<file path="config.mk">
export PLATFORM = sky130hd
export DESIGN_NAME = wb_cfg_master_flat
export DESIGN_NICKNAME = d
export VERILOG_FILES = /design/src/rtl/wb_cfg_master_pkg.sv /design/src/rtl/wb_cfg_master_if.sv /design/src/rtl/wb_timeout_ctr.sv /design/src/rtl/wb_cfg_master.sv /design/src/flat_wrapper.sv
export SDC_FILE = /design/constraint.sdc
export NUM_CORES = 1
export LEC_CHECK = 0
export CORE_ASPECT_RATIO = 1.25
export CORE_MARGIN = 2
export CORE_UTILIZATION = 30
export DETAILED_ROUTE_END_ITERATION = 12
export PLACE_DENSITY = 0.58
export REMOVE_ABC_BUFFERS = 1
export SLEW_MARGIN = 20
export SYNTH_ARGS = -nofsm -noshare
export SYNTH_HDL_FRONTEND = slang
export SYNTH_SLANG_ARGS = --single-unit
</file>
<file path="constraint.sdc">
create_clock -name CLK_I -period 2.1 [get_ports CLK_I]
set_input_delay 0.42 -clock CLK_I [delete_from_list [all_inputs] [get_ports CLK_I]]
set_output_delay 0.42 -clock CLK_I [all_outputs]
set_load 0.05 [all_outputs]
</file>
<file path="src/rtl/wb_cfg_master_pkg.sv">
// Shared types and constants for the Wishbone configuration master that
// programs the PWM/timer core (Ctrl/Divisor/Period/DC registers).
package pwm_wb_pkg;

    localparam int AW_DEF = 16;
    localparam int DW_DEF = 16;

    typedef enum logic [2:0] {
        IDLE  = 3'd0,
        REQ   = 3'd1,
        WAIT  = 3'd2,
        VGAP  = 3'd3,
        VREQ  = 3'd4,
        VWAIT = 3'd5,
        RESP  = 3'd6
    } wb_state_e;

    // PWM core register map
    localparam logic [15:0] ADR_CTRL = 16'h0000;
    localparam logic [15:0] ADR_DIV  = 16'h0002;
    localparam logic [15:0] ADR_PER1 = 16'h0004;
    localparam logic [15:0] ADR_DC1  = 16'h0006;
    localparam logic [15:0] ADR_DC2  = 16'h0008;
    localparam logic [15:0] ADR_DC3  = 16'h000A;
    localparam logic [15:0] ADR_DC4  = 16'h000C;
    localparam logic [15:0] ADR_PER2 = 16'h000E;
    localparam logic [15:0] ADR_PER3 = 16'h0010;
    localparam logic [15:0] ADR_PER4 = 16'h0012;

endpackage

</file>
<file path="src/rtl/wb_cfg_master_if.sv">
// Command, response and Wishbone signals of wb_cfg_master.
// WB_WRITE_VERIFY_EN adds the rsp_mismatch response bit.
interface wb_cfg_master_if #(
    parameter int AW = 16,
    parameter int DW = 16
);
    logic          cmd_valid;
    logic          cmd_ready;
    logic          cmd_we;
    logic [AW-1:0] cmd_adr;
    logic [DW-1:0] cmd_dat;

    logic          rsp_valid;
    logic          rsp_ready;
    logic [DW-1:0] rsp_dat;
    logic          rsp_err;
`ifdef WB_WRITE_VERIFY_EN
    logic          rsp_mismatch;
`endif

    logic [AW-1:0] ADR_O;
    logic [DW-1:0] DAT_O;
    logic [DW-1:0] DAT_I;
    logic          WE_O;
    logic          STB_O;
    logic          CYC_O;
    logic          ACK_I;
    logic          busy;

    modport master (
        input  cmd_valid, cmd_we, cmd_adr, cmd_dat, rsp_ready, DAT_I, ACK_I,
        output cmd_ready, rsp_valid, rsp_dat, rsp_err,
        output ADR_O, DAT_O, WE_O, STB_O, CYC_O, busy
`ifdef WB_WRITE_VERIFY_EN
        , output rsp_mismatch
`endif
    );

    modport slave (
        output cmd_valid, cmd_we, cmd_adr, cmd_dat, rsp_ready, DAT_I, ACK_I,
        input  cmd_ready, rsp_valid, rsp_dat, rsp_err,
        input  ADR_O, DAT_O, WE_O, STB_O, CYC_O, busy
`ifdef WB_WRITE_VERIFY_EN
        , input rsp_mismatch
`endif
    );

endinterface

</file>
<file path="src/rtl/wb_timeout_ctr.sv">
// ACK timeout counter: counts WAIT cycles, expired at TIMEOUT-1.
module wb_timeout_ctr #(
    parameter int TIMEOUT = 255,
    parameter int TO_W    = 8
) (
    input  logic CLK_I,
    input  logic RST_I,
    input  logic clr,
    input  logic en,
    output logic expired
);
    logic [TO_W-1:0] cnt_q;

    // clear has priority so every bus phase starts from zero
    always_ff @(posedge CLK_I or negedge RST_I) begin
        if (!RST_I) begin
            cnt_q <= '0;
        end else if (clr) begin
            cnt_q <= '0;
        end else if (en) begin
            cnt_q <= cnt_q + TO_W'(1);
        end
    end

    assign expired = (cnt_q == TO_W'(TIMEOUT - 1));

endmodule

</file>
<file path="src/rtl/wb_cfg_master.sv">
// Wishbone classic single-cycle initiator for the PWM/timer core slave port.
// Optional macro WB_WRITE_VERIFY_EN: read back every acknowledged write and
// report rsp_mismatch.
//
// state | meaning
// IDLE  | cmd_ready high, waiting for a command
// REQ   | first STB cycle, ACK_I is stale and ignored
// WAIT  | STB held until ACK_I or timeout
// VGAP  | one STB-low cycle between write and read-back
// VREQ  | first read-back STB cycle, ACK_I ignored
// VWAIT | read-back STB held until ACK_I or timeout
// RESP  | bus idle, response held until rsp_ready
module wb_cfg_master
    import pwm_wb_pkg::*;
#(
    parameter int AW      = AW_DEF,
    parameter int DW      = DW_DEF,
    parameter int TIMEOUT = 255,
    parameter int TO_W    = 8
) (
    input  logic            CLK_I,
    input  logic            RST_I,
    wb_cfg_master_if.master bus
);
    wb_state_e     state_q, state_d;
    logic          we_q, we_d;
    logic          stb_q, stb_d;
    logic [AW-1:0] adr_q, adr_d;
    logic [DW-1:0] dat_q, dat_d;
    logic          rsp_valid_q, rsp_valid_d;
    logic [DW-1:0] rsp_dat_q, rsp_dat_d;
    logic          rsp_err_q, rsp_err_d;
    logic          to_clr, to_en, to_expired;
`ifdef WB_WRITE_VERIFY_EN
    logic          mis_q, mis_d;
`endif

    wb_timeout_ctr #(.TIMEOUT(TIMEOUT), .TO_W(TO_W)) u_timeout (
        .CLK_I   (CLK_I),
        .RST_I   (RST_I),
        .clr     (to_clr),
        .en      (to_en),
        .expired (to_expired)
    );

    // state and all registered outputs
    always_ff @(posedge CLK_I or negedge RST_I) begin
        if (!RST_I) begin
            state_q     <= IDLE;
            we_q        <= 1'b0;
            stb_q       <= 1'b0;
            adr_q       <= '0;
            dat_q       <= '0;
            rsp_valid_q <= 1'b0;
            rsp_dat_q   <= '0;
            rsp_err_q   <= 1'b0;
`ifdef WB_WRITE_VERIFY_EN
            mis_q       <= 1'b0;
`endif
        end else begin
            state_q     <= state_d;
            we_q        <= we_d;
            stb_q       <= stb_d;
            adr_q       <= adr_d;
            dat_q       <= dat_d;
            rsp_valid_q <= rsp_valid_d;
            rsp_dat_q   <= rsp_dat_d;
            rsp_err_q   <= rsp_err_d;
`ifdef WB_WRITE_VERIFY_EN
            mis_q       <= mis_d;
`endif
        end
    end

    // next state and next register values; ACK_I is only looked at in WAIT/VWAIT
    always_comb begin
        state_d     = state_q;
        we_d        = we_q;
        stb_d       = stb_q;
        adr_d       = adr_q;
        dat_d       = dat_q;
        rsp_valid_d = rsp_valid_q;
        rsp_dat_d   = rsp_dat_q;
        rsp_err_d   = rsp_err_q;
        to_clr      = 1'b0;
        to_en       = 1'b0;
`ifdef WB_WRITE_VERIFY_EN
        mis_d       = mis_q;
`endif
        case (state_q)
            IDLE: begin
                if (bus.cmd_valid) begin
                    we_d    = bus.cmd_we;
                    adr_d   = bus.cmd_adr;
                    dat_d   = bus.cmd_dat;
                    stb_d   = 1'b1;
                    state_d = REQ;
                end
            end
            REQ: begin
                to_clr  = 1'b1;
                state_d = WAIT;
            end
            WAIT: begin
                if (bus.ACK_I) begin
                    stb_d     = 1'b0;
                    we_d      = 1'b0;
                    rsp_err_d = 1'b0;
                    rsp_dat_d = we_q ? '0 : bus.DAT_I;
`ifdef WB_WRITE_VERIFY_EN
                    mis_d     = 1'b0;
                    if (we_q) begin
                        state_d = VGAP;
                    end else begin
                        rsp_valid_d = 1'b1;
                        state_d     = RESP;
                    end
`else
                    rsp_valid_d = 1'b1;
                    state_d     = RESP;
`endif
                end else if (to_expired) begin
                    stb_d       = 1'b0;
                    we_d        = 1'b0;
                    rsp_dat_d   = '0;
                    rsp_err_d   = 1'b1;
                    rsp_valid_d = 1'b1;
`ifdef WB_WRITE_VERIFY_EN
                    mis_d       = 1'b0;
`endif
                    state_d     = RESP;
                end else begin
                    to_en = 1'b1;
                end
            end
`ifdef WB_WRITE_VERIFY_EN
            VGAP: begin
                stb_d   = 1'b1;
                state_d = VREQ;
            end
            VREQ: begin
                to_clr  = 1'b1;
                state_d = VWAIT;
            end
            VWAIT: begin
                if (bus.ACK_I) begin
                    stb_d       = 1'b0;
                    rsp_dat_d   = bus.DAT_I;
                    mis_d       = (bus.DAT_I != dat_q);
                    rsp_err_d   = 1'b0;
                    rsp_valid_d = 1'b1;
                    state_d     = RESP;
                end else if (to_expired) begin
                    stb_d       = 1'b0;
                    rsp_dat_d   = '0;
                    mis_d       = 1'b0;
                    rsp_err_d   = 1'b1;
                    rsp_valid_d = 1'b1;
                    state_d     = RESP;
                end else begin
                    to_en = 1'b1;
                end
            end
`endif
            RESP: begin
                if (bus.rsp_ready) begin
                    rsp_valid_d = 1'b0;
                    state_d     = IDLE;
                end
            end
            default: begin
                stb_d   = 1'b0;
                we_d    = 1'b0;
                state_d = IDLE;
            end
        endcase
    end

    assign bus.cmd_ready = (state_q == IDLE);
    assign bus.busy      = (state_q != IDLE);
    assign bus.ADR_O     = adr_q;
    assign bus.DAT_O     = dat_q;
    assign bus.WE_O      = we_q;
    assign bus.STB_O     = stb_q;
    assign bus.CYC_O     = stb_q;
    assign bus.rsp_valid = rsp_valid_q;
    assign bus.rsp_dat   = rsp_dat_q;
    assign bus.rsp_err   = rsp_err_q;
`ifdef WB_WRITE_VERIFY_EN
    assign bus.rsp_mismatch = mis_q;
`endif

endmodule
</file>
<file path="src/flat_wrapper.sv">
// flat-port wrapper written by rule: the top's interface ports become plain ports
module wb_cfg_master_flat import pwm_wb_pkg::*;
#(
    parameter int AW      = AW_DEF,
    parameter int DW      = DW_DEF,
    parameter int TIMEOUT = 255,
    parameter int TO_W    = 8
)
  (CLK_I, RST_I, bus_cmd_valid, bus_cmd_we, bus_cmd_adr, bus_cmd_dat, bus_rsp_ready, bus_DAT_I, bus_ACK_I, bus_cmd_ready, bus_rsp_valid, bus_rsp_dat, bus_rsp_err, bus_ADR_O, bus_DAT_O, bus_WE_O, bus_STB_O, bus_CYC_O, bus_busy);
  wb_cfg_master_if #(.AW(AW), .DW(DW)) bus_i ();
  input  logic CLK_I;
  input  logic RST_I;
  input wire logic [$bits(bus_i.cmd_valid)-1:0] bus_cmd_valid;
  input wire logic [$bits(bus_i.cmd_we)-1:0] bus_cmd_we;
  input wire logic [$bits(bus_i.cmd_adr)-1:0] bus_cmd_adr;
  input wire logic [$bits(bus_i.cmd_dat)-1:0] bus_cmd_dat;
  input wire logic [$bits(bus_i.rsp_ready)-1:0] bus_rsp_ready;
  input wire logic [$bits(bus_i.DAT_I)-1:0] bus_DAT_I;
  input wire logic [$bits(bus_i.ACK_I)-1:0] bus_ACK_I;
  output wire logic [$bits(bus_i.cmd_ready)-1:0] bus_cmd_ready;
  output wire logic [$bits(bus_i.rsp_valid)-1:0] bus_rsp_valid;
  output wire logic [$bits(bus_i.rsp_dat)-1:0] bus_rsp_dat;
  output wire logic [$bits(bus_i.rsp_err)-1:0] bus_rsp_err;
  output wire logic [$bits(bus_i.ADR_O)-1:0] bus_ADR_O;
  output wire logic [$bits(bus_i.DAT_O)-1:0] bus_DAT_O;
  output wire logic [$bits(bus_i.WE_O)-1:0] bus_WE_O;
  output wire logic [$bits(bus_i.STB_O)-1:0] bus_STB_O;
  output wire logic [$bits(bus_i.CYC_O)-1:0] bus_CYC_O;
  output wire logic [$bits(bus_i.busy)-1:0] bus_busy;
  assign bus_i.cmd_valid = bus_cmd_valid;
  assign bus_i.cmd_we = bus_cmd_we;
  assign bus_i.cmd_adr = bus_cmd_adr;
  assign bus_i.cmd_dat = bus_cmd_dat;
  assign bus_i.rsp_ready = bus_rsp_ready;
  assign bus_i.DAT_I = bus_DAT_I;
  assign bus_i.ACK_I = bus_ACK_I;
  assign bus_cmd_ready = bus_i.cmd_ready;
  assign bus_rsp_valid = bus_i.rsp_valid;
  assign bus_rsp_dat = bus_i.rsp_dat;
  assign bus_rsp_err = bus_i.rsp_err;
  assign bus_ADR_O = bus_i.ADR_O;
  assign bus_DAT_O = bus_i.DAT_O;
  assign bus_WE_O = bus_i.WE_O;
  assign bus_STB_O = bus_i.STB_O;
  assign bus_CYC_O = bus_i.CYC_O;
  assign bus_busy = bus_i.busy;
  wb_cfg_master #(.AW(AW), .DW(DW), .TIMEOUT(TIMEOUT), .TO_W(TO_W)) u_core (.CLK_I(CLK_I), .RST_I(RST_I), .bus(bus_i));
endmodule
</file>
==> qor.yml <==
status: "completed"
drt_iter0_drc: 54
drc_errors: 0
ant_nets: 0
end_kind: "output port"
cpPeakStageDelay_ns: 0.83
async_reset_ff_share_pct: 100
maxCapViolCount: 0
worstPathMaxFanout: 3
post-cts-setup-buffers: 0
routedWlPerCell_microns: 13.9
internal-power_w: 0.00466
stdcell_count: 461
final_area_sq_um: 4420
ios: 109
hold_class: "input pin to asynchronous set/reset pin"
nNetsFinal: 389
path_clk_slew_ns: 0.05
yosysUniqueCellTypes: 42
total_power_w: 0.00814
viasPerCell: 4.43
grt_antenna_before_repair: 0
critPathSlowestCell: "clkdlybuf4s50_1"
worst-r2r-setup-slack_ns: 0.41
power_leakage_nw: 1.93
hpwl_microns: 4400
yosysWarnings: 0
fp.dieW_microns: 91.4
arrival_ns: 1.54
core-area_sq_um: 9220
fp.dieH_microns: 113
finalWirelength_microns: 6410
h-tree-depth: 3
track_usage_pct: 13.0
crit_chain: "clkdlybuf4s50_1"
ys.flop_type: "dfrtp_1"
crit_type: "flop to output port"
syn2layout_area_growth_pct: 54.4
worstMarginPinSlew_ns: 0.525
synth_top_area_share_pct: 55.0
antenna_cells_inserted: 0
placed_area_sq_um: 4080
cp_num_buf_inv: 1
rr_worst_depth: 4
clock-skew-final_ns: 0.00528
yosys-top-cells-area: "dfrtp_1, mux2_4, mux2i_1, nand2_1, inv_1"
synth_seq_area_share_pct: 55.0
grt_max_degree: 64
vdd_drop_max_mv: 0.813
tritoncts: "yes"
p_sw_share_pct: 42.7
rsz0062_at_grt: "no"
seq_area_sq_um: 1580
rr_endpoint: "u_core.bus.ADR_O[14]"
netlist.top_cell.by_area: "dfrtp_1"
slew_violations: 0
slew_headroom_pct: 64.9
syn_inst: 216
cp_top_family: "buffers and inverters"
clk_latency_ns: 0.32
grt_pass1_wl_microns: 10800
via_count: 2043
start_util_pct: 31.1
clock_path_buffers: 2
ys_seq_elements: 63
hold_viol_final: 0
drive_gt1_share_pct: 18.6
dp.cells: 445
root_buffer: "clkbuf_16"
switchingPower_w: 0.00347
clkPwrFrac_pct: 21.1
fin_ws_ns: 0.140
required_ns: 1.68
gp_congestion: 0.816
setup_viol: 0
synthesis.area_sq_um: 2860
n_fill_cell: 845
combPwrFrac_pct: 53.3
pre_cts_ws_ns: 0.174
gr-total-overflow: 0
dr.pass1.iters: 4
fin_crit_sh_pct: 93.3
powerDensity_nw_per_um2: 1840
crit_path_start_kind: "flop"
cts_sinks: 63
fp-row-count: 39
fmax_ghz: 0.510
grt_pass1_vias: 2188
multi_input_area_sq_um: 1090
min_period_ns: 1.96
r2r_start: "u_core.state_q[1]"
dieArea_sq_um: 10300
avgSynthCellArea_sq_um: 13.3
port_buffers: 108
synth-edff-count: 0
seqPwrFrac_pct: 25.7
cts_buffers: 9
cp.depth: 1
==> registers in the layout (all words and copies together) (netlist names) <==
| name | count |
|---|---|
| u_core.bus.ADR_O | 16 |
| u_core.bus.DAT_O | 16 |
| u_core.bus.rsp_dat | 16 |
| u_core.u_timeout.cnt_q | 8 |
| u_core.state_q | 3 |
| u_core.bus.CYC_O | 1 |
| u_core.bus.WE_O | 1 |
| u_core.bus.rsp_err | 1 |
| u_core.bus.rsp_valid | 1 |
==> stage by stage <==
stage	utilization, %	TNS (ns)	hold slack, ns
global route	47.9	0	0.128
detailed placement	44.2	0	0.464
global placement	44.2	0	0.465
CTS	47.9	0	0.122
finish	47.9	0	0.102
floorplan	-	-29.49	0.124
==> power groups by stage <==
| stage | Combinational, W | Clock [W] | Sequential [W] |
|---|---|---|---|
| after floorplan | 0.00121 | 0 | 0.00379 |
| after global placement | 0.00437 | 0 | 0.00209 |
| after detailed placement | 0.00440 | 0 | 0.00209 |
| after CTS | 0.00439 | 0.00176 | 0.00210 |
| after global routing | 0.00454 | 0.00181 | 0.00216 |
| final | 0.00433 | 0.00171 | 0.00209 |
==> synthesized netlist by cell type (3+ instances only) <==
master    n
dfrtp_1  63
mux2_4   28
nand2_1  25
inv_1    19
mux2i_1  18
nor2_1    5
mux2_2    4
a21oi_1   3
buf_12    3
nand3_1   3
nor2b_1   3
o21ai_0   3
==> cell usage in the layout (no fill, tap or decap), types with 2 or more instances in the layout <==
cell type / Yosys / routed
mux2_2: 4 / 4
nor2_1: 5 / 5
o21ai_0: 3 / 3
clkdlybuf4s50_1: 0 / 105
buf_4: 1 / 7
a21oi_1: 3 / 3
nand2_1: 25 / 25
dfrtp_1: 63 / 63
xor2_1: 2 / 2
nand2b_1: 2 / 2
clkbuf_16: 0 / 9
inv_1: 19 / 19
nand3_1: 3 / 3
ha_1: 2 / 2
nand4_1: 2 / 2
o211ai_1: 2 / 2
bufinv_16: 0 / 3
buf_12: 3 / 3
nor2b_1: 3 / 3
clkinvlp_4: 0 / 2
mux2i_1: 18 / 18
mux2_4: 28 / 28
==> repair_timing <==
action                                  in CTS  in global routing
hold endpoints to repair                     0                  0
resized for setup                            1                  0
hold buffers                                 0                  0
endpoints found under the setup margin       1                  0
==> cell type report <==
class | instances | area share, %
multi-input combinational | 123 | 24.8
tap | 123 | 3.48
timing repair buffer | 117 | 26.6
sequential | 63 | 35.7
clock inverter | 5 | 2.38
inverter | 19 | 1.61
clock buffer | 11 | 5.49
==> per-layer routing <==
layer | up-vias | share of wire, % | global-route usage (%)
li1 | 974 | - | -
met1 | 1000 | 43 | 15.9
met2 | 60 | 50 | 21.3
met3 | 9 | 5.5 | 3.99
met4 | 0 | 1.5 | 5.45
met5 | - | 0 | 0
==> cells by family after synthesis <==
logic type,synth area share (%)
DFF,55.0
muxes,22.5
and+or+nand+nor,9.22
buffers and inverters,6.77
AOI/OAI and AO/OA,4.94
xor gates and xnor gates,0.612
adders and majority gates,0.874
==> how the worst max path moves through the flow <==
stage	startpoint	end	slack, ns
finish	u_core.bus.WE_O	bus_WE_O	0.14
global route	u_core.state_q[1]	bus_busy	0.08
CTS	u_core.bus.WE_O	bus_WE_O	0.11
detailed placement	bus_ACK_I	u_core.u_timeout.cnt_q[7]	0.17
global placement	bus_ACK_I	u_core.u_timeout.cnt_q[7]	0.15
floorplan	u_core.state_q[0]	u_core.bus.ADR_O[14]	-0.95
Power figures use the tool's default switching activity.
